[config.mk]
export PLATFORM = sky130hd
export DESIGN_NAME = seq_det_sched
export DESIGN_NICKNAME = d
export VERILOG_FILES = /design/src/rtl/seq_det_pkg.sv /design/src/rtl/seq_det_sched_pat_match_core.sv /design/src/rtl/seq_det_sched.sv
export SDC_FILE = /design/constraint.sdc
export NUM_CORES = 1
export LEC_CHECK = 0
export CAP_MARGIN = 20
export CORE_UTILIZATION = 45
export DETAILED_ROUTE_END_ITERATION = 10
export GPL_ROUTABILITY_DRIVEN = 0
export GPL_TIMING_DRIVEN = 0
export PLACE_DENSITY = 0.7
export SLEW_MARGIN = 10
export SYNTH_ARGS = -nofsm -noshare
export SYNTH_HDL_FRONTEND = slang
export SYNTH_SLANG_ARGS = --single-unit
[constraint.sdc]
create_clock -name clk -period 2.2 [get_ports clk]
set_input_delay 0.66 -clock clk [delete_from_list [all_inputs] [get_ports clk]]
set_output_delay 0.66 -clock clk [all_outputs]
set_load 0.01 [all_outputs]
[src/rtl/seq_det_pkg.sv]
// rtl/seq_det_pkg.sv - shared state type and default pattern for the shared sequence detector
package seq_det_pkg;

   typedef enum logic [1:0] {
      IDLE   = 2'd0,
      LOAD   = 2'd1,
      SCAN   = 2'd2,
      REPORT = 2'd3
   } sched_state_t;

   localparam logic [11:0] SEQ_PAT_DEFAULT = 12'b111011011011;

endpackage

[src/rtl/seq_det_sched_pat_match_core.sv]
// rtl/seq_det_sched_pat_match_core.sv - serial history, fill gating, pattern compare and saturating match count
module pat_match_core #(
   parameter int PAT_W = 12,
   parameter int CNT_W = 8
) (
   input  logic             clk,
   input  logic             reset,
   input  logic             clear,
   input  logic             shift_en,
   input  logic             bit_in,
   input  logic [PAT_W-1:0] pattern,
   output logic             hit,
   output logic [CNT_W-1:0] count
);

   localparam int FILL_W = $clog2(PAT_W + 1);

   logic [PAT_W-1:0]  hist;
   logic [PAT_W-1:0]  hist_nxt;
   logic [FILL_W-1:0] fill;
   logic [FILL_W-1:0] fill_nxt;

   // The newest bit enters at the LSB, so the MSB is the oldest bit and
   // lines up with pattern[PAT_W-1]; the match looks at the updated history.
   always_comb begin
      hist_nxt = {hist[PAT_W-2:0], bit_in};
      fill_nxt = (fill == FILL_W'(PAT_W)) ? fill : fill + 1'b1;
      hit      = shift_en && (fill_nxt == FILL_W'(PAT_W)) && (hist_nxt == pattern);
   end

   // History, fill level and match count; cleared at the start of every job.
   always_ff @(posedge clk) begin
      if (reset || clear) begin
         hist  <= '0;
         fill  <= '0;
         count <= '0;
      end else if (shift_en) begin
         hist <= hist_nxt;
         fill <= fill_nxt;
         if (hit && (count != '1)) begin
            count <= count + 1'b1;
         end
      end
   end

endmodule

[src/rtl/seq_det_sched.sv]
// rtl/seq_det_sched.sv - round-robin sharing of one pattern matcher; SEQ_DET_SCHED_FIRST_POS_EN adds first_pos
module seq_det_sched
   import seq_det_pkg::*;
#(
   parameter int               N_REQ    = 4,
   parameter int               PAT_W    = 12,
   parameter logic [PAT_W-1:0] PAT_RST  = PAT_W'(SEQ_PAT_DEFAULT),
   parameter int               SCAN_LEN = 64,
   parameter int               CNT_W    = 8
) (
   input  logic                         clk,
   input  logic                         reset,
   input  logic                         cfg_we,
   input  logic [PAT_W-1:0]             cfg_pat,
   input  logic [N_REQ-1:0]             req,
   input  logic [N_REQ-1:0]             bit_in,
   output logic [N_REQ-1:0]             gnt,
   output logic                         busy,
   output logic                         done,
   output logic [$clog2(N_REQ)-1:0]     done_id,
   output logic [CNT_W-1:0]             match_cnt,
`ifdef SEQ_DET_SCHED_FIRST_POS_EN
   output logic [$clog2(SCAN_LEN+1)-1:0] first_pos,
`endif
   output logic                         aborted
);

   localparam int ID_W  = $clog2(N_REQ);
   localparam int POS_W = $clog2(SCAN_LEN + 1);

   sched_state_t     state;
   sched_state_t     state_nxt;
   logic [ID_W-1:0]  last;
   logic [ID_W-1:0]  pick;
   logic             found;
   logic [PAT_W-1:0] shadow;
   logic [PAT_W-1:0] active;
   logic [POS_W-1:0] scan_cnt;
   logic             scan_last;
   logic             consume;
   logic [ID_W-1:0]  rep_id;
   logic             rep_ab;
   logic [CNT_W-1:0] rep_cnt;
   logic             core_hit;
   logic [CNT_W-1:0] core_cnt;

   assign scan_last = (scan_cnt == POS_W'(SCAN_LEN - 1));
   assign consume   = (state == SCAN) && req[last];

   // Round-robin search starting one past the previous winner.
   always_comb begin
      pick  = last;
      found = 1'b0;
      for (int i = 1; i <= N_REQ; i++) begin
         if (!found && req[(int'(last) + i) % N_REQ]) begin
            pick  = ID_W'((int'(last) + i) % N_REQ);
            found = 1'b1;
         end
      end
   end

   // FSM state register.
   always_ff @(posedge clk) begin
      if (reset) begin
         state <= IDLE;
      end else begin
         state <= state_nxt;
      end
   end

   // FSM next state; a dropped request ends the scan without consuming the bit.
   always_comb begin
      state_nxt = state;
      case (state)
         IDLE:    if (found) state_nxt = LOAD;
         LOAD:    state_nxt = SCAN;
         SCAN:    if (!req[last] || scan_last) state_nxt = REPORT;
         REPORT:  state_nxt = IDLE;
         default: state_nxt = IDLE;
      endcase
   end

   // Winner register doubles as the round-robin pointer; reset favours channel 0.
   always_ff @(posedge clk) begin
      if (reset) begin
         last <= ID_W'(N_REQ - 1);
      end else if ((state == IDLE) && found) begin
         last <= pick;
      end
   end

   // Shadow takes writes at any time; the matcher only sees it after LOAD.
   always_ff @(posedge clk) begin
      if (reset) begin
         shadow <= PAT_RST;
         active <= PAT_RST;
      end else begin
         if (cfg_we) shadow <= cfg_pat;
         if (state == LOAD) active <= shadow;
      end
   end

   // Count of bits consumed in the current job.
   always_ff @(posedge clk) begin
      if (reset || (state == LOAD)) begin
         scan_cnt <= '0;
      end else if (consume) begin
         scan_cnt <= scan_cnt + 1'b1;
      end
   end

   // Owner and abort flag are latched on the way into REPORT; the count is
   // latched during REPORT so it holds while the next job runs.
   always_ff @(posedge clk) begin
      if (reset) begin
         rep_id  <= '0;
         rep_ab  <= 1'b0;
         rep_cnt <= '0;
      end else begin
         if ((state == SCAN) && (state_nxt == REPORT)) begin
            rep_id <= last;
            rep_ab <= !req[last];
         end
         if (state == REPORT) rep_cnt <= core_cnt;
      end
   end

   pat_match_core #(
      .PAT_W (PAT_W),
      .CNT_W (CNT_W)
   ) u_core (
      .clk      (clk),
      .reset    (reset),
      .clear    (state == LOAD),
      .shift_en (consume),
      .bit_in   (bit_in[last]),
      .pattern  (active),
      .hit      (core_hit),
      .count    (core_cnt)
   );

`ifdef SEQ_DET_SCHED_FIRST_POS_EN
   logic [POS_W-1:0] fp_q;
   logic [POS_W-1:0] rep_fp;

   // First matching SCAN cycle (1-based); zero means no match yet.
   always_ff @(posedge clk) begin
      if (reset) begin
         fp_q   <= '0;
         rep_fp <= '0;
      end else begin
         if (state == LOAD) begin
            fp_q <= '0;
         end else if (core_hit && (fp_q == '0)) begin
            fp_q <= scan_cnt + 1'b1;
         end
         if (state == REPORT) rep_fp <= fp_q;
      end
   end

   assign first_pos = (state == REPORT) ? fp_q : rep_fp;
`else
   // The match strobe only feeds first_pos.
   logic unused_hit;
   assign unused_hit = core_hit;
`endif

   // Outputs decode from registers only.
   always_comb begin
      gnt       = ((state == LOAD) || (state == SCAN)) ? (N_REQ'(1) << last) : '0;
      busy      = (state != IDLE);
      done      = (state == REPORT);
      done_id   = rep_id;
      aborted   = rep_ab;
      match_cnt = (state == REPORT) ? core_cnt : rep_cnt;
   end

endmodule

======== Word-level counts from Yosys, hierarchy flattened ========
Cells that the tools add are included.
cells by class
  equal/unequal tests ..................... 9
  multiply operators ...................... 0
  reduce and logical (&&, ||, !) cells .... 25
  bitwise gates (word level) .............. 4
  order comparisons ....................... 5
  add/subtract/negate cells ............... 7
  shifts and indexed selects .............. 1
  div/mod/pow operators ................... 0
  muxes and demuxes ....................... 30
operator list
  kind                                                         number
  less-than comparator 3 x 4 -> 1 bit (second input constant)  4
  2-to-1 mux 1 bit                                             14
  binary-select mux 1 bit (select 2 bit)                       6
  equality test 12 bit                                         1
  2-to-1 mux 2 bit                                             6
  logical AND 1 bit                                            9
  adder 8 x 1 -> 8 bit (second input constant)                 1
  equality test 4 bit (second input constant)                  2
  2-to-1 mux 4 bit                                             2
  2-to-1 mux 8 bit                                             1
  != test 8 bit (second input constant)                        1
  one-hot mux 2 bit (4 select lines)                           1
  OR reduction 2 bit                                           4
  adder 7 x 1 -> 7 bit (second input constant)                 1
  equality test 7 x 6 -> 1 bit (second input constant)         1
  equality test 2 bit (second input constant)                  3
  adder 2 x 1 -> 2 bit (second input constant)                 2
  adder 2 bit (second input constant)                          2
  adder 4 x 1 -> 4 bit (second input constant)                 1
  bitwise AND 1 bit (first input constant)                     4
  zero test 1 bit                                              4
  AND reduction 2 bit                                          2
  nonzero test 4 bit                                           1
  left shift 1 x 2 -> 4 bit (first input constant)             1
  other kinds (5)                                              7
word-level totals
  bits in writable memories ............... 0
  latch bits .............................. 0
  ROM bits ................................ 0
  bits in registers ....................... 69
  memories kept ........................... 0

======== Logic depth before layout (Yosys ltp) ========
Gate-level depths: netlist of run 1.
  depth after elaboration ................. 20
  depth in mapped cells ................... 8

======== Hierarchy ========
Synthesis of run 1 repeated with hierarchy kept, for this count alone.
second synthesis, totals
  cell total of the unflattened synthesis .. 361
  area, all modules ....................... 3518.4 µm²
modules (own cells, without submodules)
  module          area an instance (µm²)  cells each  instances
  seq_det_sched   2263.4                  221         1
  pat_match_core  1255.0                  140         1

======== Worst setup path before layout of run 1 ========
Ideal clock, no wire load.
  kind .................................... reg2reg
  start ................................... register u_core.fill[0]
  end ..................................... register u_core.count[7]
  data arrival time ....................... 2.167 ns
  slack ................................... -0.037 ns
  stages on the path, launching flop included .. 8
  required time ........................... 2.130 ns
  period minus slack after synthesis ...... 2.237 ns
  path buffers ............................ 0
  path through ............................ dfxtp_1 -> inv_1 -> ha_1 -> or4_1 -> nor3_4 -> nand3_4 -> or4_1 -> a21oi_1
between the ends
  longest elaborated chain between the ends .. 7
ends and longest elaborated chain
  element                                                      RTL line                            source
  start: declaration                                           seq_det_sched_pat_match_core.sv:20  logic [FILL_W-1:0] fill;
  start signal: assignment                                     seq_det_sched_pat_match_core.sv:39  fill <= fill_nxt;
  adder 4 x 1 -> 4 bit or equality test 4 bit (tied branches)  seq_det_sched_pat_match_core.sv:27  fill_nxt = (fill == FILL_W'(PAT_W)) ? fill : fill + 1'b1;
  2-to-1 mux 4 bit *                                           seq_det_sched_pat_match_core.sv:27
  named net u_core.fill_nxt[1]                                 seq_det_sched_pat_match_core.sv:21  logic [FILL_W-1:0] fill_nxt;
  equality test 4 bit *                                        seq_det_sched_pat_match_core.sv:28  hit = shift_en && (fill_nxt == FILL_W'(PAT_W)) && (hist_nxt == pattern);
  logical AND 1 bit * (2 in a row)                             seq_det_sched_pat_match_core.sv:28
  logical AND 1 bit *                                          seq_det_sched_pat_match_core.sv:40  if (hit && (count != '1)) begin
  AND reduction 2 bit (no line) *                              n/a
  end signal: assignment                                       seq_det_sched_pat_match_core.sv:41  count <= count + 1'b1;
  end: declaration                                             seq_det_sched_pat_match_core.sv:13  output logic [CNT_W-1:0] count
The timed path passes the listed nets; every way through them passes the cells marked *.
A chain may end at the register's enable or synchronous reset.

======== Final worst setup path of run 1 ========
  start ................................... register state[0]
  end ..................................... output match_cnt[2]
between the ends
  longest elaborated chain between the ends .. 2
ends and longest elaborated chain
  element                   RTL line              source
  start: declaration        seq_det_sched.sv:31   sched_state_t state;
  start signal: assignment  seq_det_sched.sv:67   state <= state_nxt;
  equality test 2 bit       seq_det_sched.sv:175  match_cnt = (state == REPORT) ? core_cnt : rep_cnt;
  2-to-1 mux 8 bit          n/a
  end: declaration          seq_det_sched.sv:21   output logic [CNT_W-1:0] match_cnt,
No other way between the ends.

==> run summary, run 1 <==
vias in the first global route: 2417
mux contribution to synthesized area: 16.2%
H-Tree Depth: 3
Hold Fails Final Rpt: 0
Starting Density: 47.0%
Iteration-0 DRC Markers: 134
I/O pin total: 40
simple-gate share of the synthesized area: 19.8%
Post-Synthesis Cell Area: 3230 um2
count of different cell masters after synthesis: 44
Hold Startpoint: shadow[0]
Synth Area in Adders: 5.04%
Tot Pwr: 4200 uW
CTS tree: done
fin util: 62.3%
upper clock frequency limit: 444 MHz
clock buffer depth: 2
total grt overflow: 0
min cycle time layout: 2.25 ns
clk sinks: 69
Seq/Total Area, Yosys: 42.8%
core area: 6870 um2
Slew Viols, Final: 0
Port Buffer Count: 39
Hold Path Stages: 2
Worst setup EP type: primary output
dominant synthesized flop cell: dfxtp_1
#FFs+latches synth: 69
Req. time, crit path: 1.54 ns
# rows: 30
Die X-Extent: 86.7 um
DR DRC count: 0
largest net degree at the start of global routing: 13
hold_ws: 0.475 ns
critical path startpoint category: flip-flop
Post-synth EDFFs: 0
Setup CP Type: flip-flop to primary output
clk slew on worst S/H paths: 0.07 ns
setup violators final: 8
wire length per cell: 13.8 um
Avg Inst Size Synth: 9.38 um2
Post-Synth XOR/XNOR Area: 5.70%
r2r startpoint: u_core.fill[0]
total of max-cap violations: 0
fin nets: 449
CTS Buf Count: 9
skew final: 0.0105 ns
Final TNS setup: -0.244 ns
crit-path max FO: 4
Clock Latency Late Sink: 0.35 ns
syn_nets: 380
RSZ-0062 raised after global routing: true
Peak VDD IR: 0.514 mV
via-per-instance ratio: 5.07
initial antenna violation count: 0
Overall Global Routing Usage: 19.4%
Final WS setup: -0.0524 ns
Detail Placement HPWL: 4610 um
asr flop ratio synth: 0%
Tightest Hold Check Type: flip-flop to flip-flop
failing checks: negative setup slack
Pleak: 0.00170 uW
clock tree root buffer cell: clkbuf_8
area grow syn2layout: 32.6%
period utilisation layout: 102%
Worst-Margin Slew: 0.749 ns
Diodes inserted: 0
reg-to-reg critical path endpoint: u_core.count[7]
Worst Hold Endpoint: shadow[0]
compound-cell area share of the yosys netlist: 7.48%
post-synthesis cell count: 344
Synth warnings: 0
layout cells sized above 1: 24.2%
status: complete, but fails checks
worst rel slew slack: 50.1%
Critical Path AT: 1.59 ns
1st-pass router iterations: 4
reg2reg setup slack: -0.04 ns
vias: 2605
combinational family with the most area after synthesis: simple AND/OR/NAND/NOR gates
die height: 86.7 um
first-pass GRT wire length: 11200 um
number of routed nets with antenna violations: 0
fillcell total: 560
final wirelength: 7120 um
die area: 7520 um2
pwr dens: 982 nW/um2
r2r worst-path depth: 7
## cells in the mapped netlist, types with 4 or more instances
cell       n  area share [%]
mux2_2    11             3.8
dfxtp_1   69              43
nor2_1    25             2.9
nand4_1    7             1.4
nand2_1   59             6.9
nor3_1     5            0.78
clkbuf_1  10             1.2
ha_1      13             5.0
buf_1      4            0.46
nand3_1    4            0.62
o21ai_0    4            0.62
and2_1    14             2.7
xor2_1    13             3.5
a21oi_1   18             2.8
mux4_2     4             2.8
inv_1      8            0.93
xnor2_1    8             2.2
nor2b_1    4            0.78
mux2i_1   31             9.6
## sequential cells by signal, summed over array words and instances (netlist names), 2 cells and up
| name | count |
|---|---|
| active | 12 |
| done_id | 2 |
| last | 2 |
| rep_cnt | 8 |
| scan_cnt | 7 |
| shadow | 12 |
| state | 2 |
| u_core.count | 8 |
| u_core.fill | 4 |
| u_core.hist | 11 |
## stage by stage
step / worst slack (ns) / area [um2] / instances
after floorplan: -0.00844 / 3230 / 344
after global placement: -0.648 / 3740 / 479
after detailed placement: -0.674 / 3740 / 479
after CTS: -0.138 / 4220 / 508
after global routing: -0.0986 / 4280 / 514
final: -0.0524 / 4280 / 514
## routing by layer
metal / global-route usage [%] / vias up / routed length [um]
li1: - / 1329 / -
met1: 24.1 / 1221 / 3300
met2: 32.7 / 50 / 3560
met3: 5.14 / 5 / 223
met4: 6.52 / 0 / 25
met5: 0 / - / 0
## final cells by class
type                            count  area (um2)  share of cell area (%)
Buffer                             14        83.8                    1.96
Clock buffer                       11         151                    3.54
Clock inverter                      5         106                    2.48
Inverter                            9        38.8                   0.906
Multi-Input combinational cell    251        1840                    43.1
Sequential cell                    69        1400                    32.7
Tap cell                           96         120                    2.81
Timing Repair Buffer               59         537                    12.5
## critical path: stages, from the launching register on
cell     delay (ns)
dfxtp_4        0.36
buf_12         0.10
ha_4           0.17
buf_6          0.14
mux2_2         0.35
buf_6          0.12
## power breakdown
part           switching [uW]  total [uW]  internal (uW)  leakage [uW]
combinational             737        1470            733       0.00101
clock                     475        1290            817      0.000126
sequential               81.0        1440           1360      0.000563
## cell families after synthesis
| family | after synthesis |
|---|---|
| and+or+nand+nor | 133 |
| DFF | 69 |
| muxes | 46 |
| AOI/OAI and AO/OA | 38 |
| buffers and inverters | 24 |
| xor gates and xnor gates | 21 |
| adders and majority gates | 13 |
## layout by cell type (no fill, tap or decap), types with 3 or more instances in the layout
cell type	netlist	layout
ha_1	13	10
inv_1	8	6
nor2b_1	4	4
clkdlybuf4s15_1	0	4
buf_4	1	16
clkbuf_8	0	11
nand2_1	59	59
clkdlybuf4s50_1	0	17
dfxtp_1	69	63
and2_1	14	14
mux4_2	4	4
nand3_1	4	4
ha_4	0	3
a21oi_1	18	18
clkbuf_2	0	12
o21ai_0	4	4
dfxtp_4	0	4
xnor2_1	8	8
nor2_1	25	25
nand4_1	7	7
mux2_4	0	4
bufinv_16	0	3
mux2_2	11	7
xor2_1	13	13
clkbuf_1	10	4
buf_6	0	11
nor3_1	5	4
mux2i_1	31	31
## what timing repair did
action,in CTS,in global routing
gates resized for setup,84,41
setup endpoints to repair,41,39
setup buffers,13,7
hold buffers,0,0
pin swaps,5,7
## how the worst max path moves through the flow
stage                   start               to  slack (ns)  cells after the start
2_1_floorplan       bit_in[3]  u_core.count[7]      -0.008                      6
4_1_cts              state[0]     match_cnt[6]       -0.14                      6
5_1_grt        u_core.fill[0]  u_core.count[7]        -0.1                      7
3_5_place_dp           req[2]   u_core.hist[7]       -0.67                      7
3_3_place_gp           req[2]   u_core.hist[5]       -0.65                      7
6_report             state[0]     match_cnt[2]       -0.05                      5
Power figures use the tool's default switching activity.
==> run 2: changes to the inputs <==
Settings changed: CORE_UTILIZATION 45 to 30, PLACE_DENSITY 0.7 to 0.49.
Clock period 2.2 ns to 2.64 ns, I/O delays scaled along.
==> run 2 against run 1 <==
Effect of this change:
- the flow now finishes without violations
- worst hold slack gained 0.0019 ns
- die area increased by 49%
- utilization is 23 points lower
- clock power shrank 23%
- clock skew is 0.0015 ns higher
- register-to-register slack better by 0.22 ns
- critical path type unchanged
==> run summary, run 2 (synthesis gave the netlist of run 1 again) <==
status: finished clean (was complete, but fails checks)
Overall Global Routing Usage: 13.0% (was 19.4%)
# rows: 37 (was 30)
max incr delay on CP: 0.53 ns (was 0.36 ns)
Setup CP Type: flip-flop to primary output (unchanged)
H-Tree Depth: 3 (unchanged)
Hold Fails Final Rpt: 0 (unchanged)
crit-path max FO: 6 (was 4)
upper clock frequency limit: 391 MHz
Detail Placement HPWL: 4910 um (was 4610 um)
register area: 1390 um2 (was 1400 um2)
die height: 106 um (was 86.7 um)
dpl cells: 519 (was 479)
I/O pin total: 40 (unchanged)
DR DRC count: 0 (unchanged)
largest net degree at the start of global routing: 14 (was 13)
initial antenna violation count: 0 (unchanged)
area occupied by multi-input gates: 1780 um2 (was 1840 um2)
clock tree root buffer cell: clkbuf_8 (unchanged)
vias: 2434 (was 2605)
CTS Buf Count: 9 (unchanged)
CTS tree: done (unchanged)
period utilisation layout: 96.8%
Worst-Margin Slew: 0.739 ns (was 0.749 ns)
fillcell total: 1092 (was 560)
clock buffer depth: 2 (unchanged)
area grow syn2layout: 26.7% (was 32.6%)
total grt overflow: 0 (unchanged)
Clock Latency Late Sink: 0.35 ns (about the same)
Die X-Extent: 106 um (was 86.7 um)
pwr dens: 789 nW/um2 (was 982 nW/um2)
crit-path cells: inv_1, ha_4, and2_1, clkdlybuf4s50_1 (was buf_12, ha_4, buf_6, mux2_2, buf_6)
Pleak: 0.00161 uW (was 0.00170 uW)
die area: 11200 um2 (was 7520 um2)
most frequent cells in the layout: 66 x dfxtp_1, 59 x nand2_1, 31 x mux2i_1 (was 63 x dfxtp_1, 59 x nand2_1, 31 x mux2i_1)
Crit-path slowest cell: clkdlybuf4s50_1 (was dfxtp_4)
via-per-instance ratio: 4.54 (was 5.07)
1st-pass router iterations: 4 (unchanged)
Iteration-0 DRC Markers: 39 (was 134)
final std cells w/o fill: 536 (was 514)
layout cells sized above 1: 12.8% (was 24.2%)
commonest non-fill, non-tap cell in the layout: dfxtp_1 (unchanged)
Critical Path AT: 1.76 ns (was 1.59 ns)
Largest regs: active x12, shadow x12, u_core.hist x11 (unchanged)
critical path startpoint category: flip-flop (unchanged)
clk sinks: 69 (unchanged)
min cycle time layout: 2.55 ns
Diodes inserted: 0 (unchanged)
total of max-cap violations: 0 (unchanged)
Req. time, crit path: 1.85 ns (was 1.54 ns)
pre-CTS setup slack: -0.471 ns (was -0.674 ns)
Port Buffer Count: 39 (unchanged)
Starting Density: 31.1% (was 47.0%)
final wirelength: 6720 um (was 7120 um)
wire length per cell: 12.5 um (was 13.8 um)
clk slew on worst S/H paths: 0.08 ns (was 0.07 ns)
Final WS setup: 0.0854 ns (was -0.0524 ns)
setup violators final: 0 (was 8)
number of routed nets with antenna violations: 0 (unchanged)
fin nets: 431 (was 449)
core area: 10400 um2 (was 6870 um2)
Tightest Hold Check Type: flip-flop to flip-flop (unchanged)
Peak VDD IR: 0.259 mV (was 0.514 mV)
hold_ws: 0.477 ns (was 0.475 ns)
vias in the first global route: 2414 (was 2417)
fin util: 39.4% (was 62.3%)
reg2reg setup slack: 0.18 ns (was -0.04 ns)
Slew Viols, Final: 0 (unchanged)
Worst setup EP type: primary output (unchanged)
first-pass GRT wire length: 11500 um (was 11200 um)
skew final: 0.0120 ns (was 0.0105 ns)
worst rel slew slack: 50.7% (was 50.1%)
==> run 2: cell types whose count changed in the layout (fill, tap and decap cells not counted), sizes merged, moves of 4 or more <==
cell,before,now
clkdlybuf4s15,4,0
clkbuf,29,20
buf,33,6
clkdlybuf4s50,17,27
dlygate4sd2,1,8
dlymetal6s2s,0,4
==> run 2: area by class of cell <==
type,count,area share [%]
plain buffers,15,2.11
clock buffers,10,3.37
clock inverters,6,2.29
inverters,9,0.826
multi-input cells,251,43.5
flip-flops and latches,69,34.0
well taps,136,4.16
repair buffers,40,9.73
==> run 2: critical path: cells and delay by family (launching register included) <==
family,cells,cell delay (ns)
flops,1,0.37
fa+ha+maj,1,0.30
buf+inv,2,0.62
simple gates,1,0.13
==> run 2: worst paths after layout <==
| check | start | end | cells past startpoint |
|---|---|---|---|
| hold / removal | shadow[11] | shadow[11] | 2 |
| hold reg to reg | shadow[11] | shadow[11] | 2 |
| setup / recovery | state[0] | gnt[1] | 4 |
| setup reg to reg | u_core.fill[0] | u_core.count[7] | 7 |
==> run 2: where the power goes <==
part | switching (uW) | internal (uW)
logic | 553 | 495
clock network | 422 | 566
registers | 59.5 | 1130
==> run 2: per-stage QoR <==
stage	instance area, um2	TNS (ns)	power [uW]
floorplan	3230	0	1880
global placement	3790	-7.81	2180
detailed placement	3790	-8.49	2200
CTS	4050	0	3260
global route	4090	-0.00332	3420
finish	4090	0	3220
==> run 2: timing repair <==
action	in CTS	in global routing
hold buffers	0	0
buffers inserted	0	1
setup endpoints to repair	22	15
resized for setup	20	12
pin swaps	0	1
==> run 2: per-layer routing <==
metal / global-route usage [%] / share of wire (%) / up-vias
li1: - / - / 1276
met1: 16.6 / 50 / 1119
met2: 20.8 / 46 / 30
met3: 3.65 / 2.8 / 9
met4: 4.76 / 1.3 / 0
met5: 0 / 0 / -
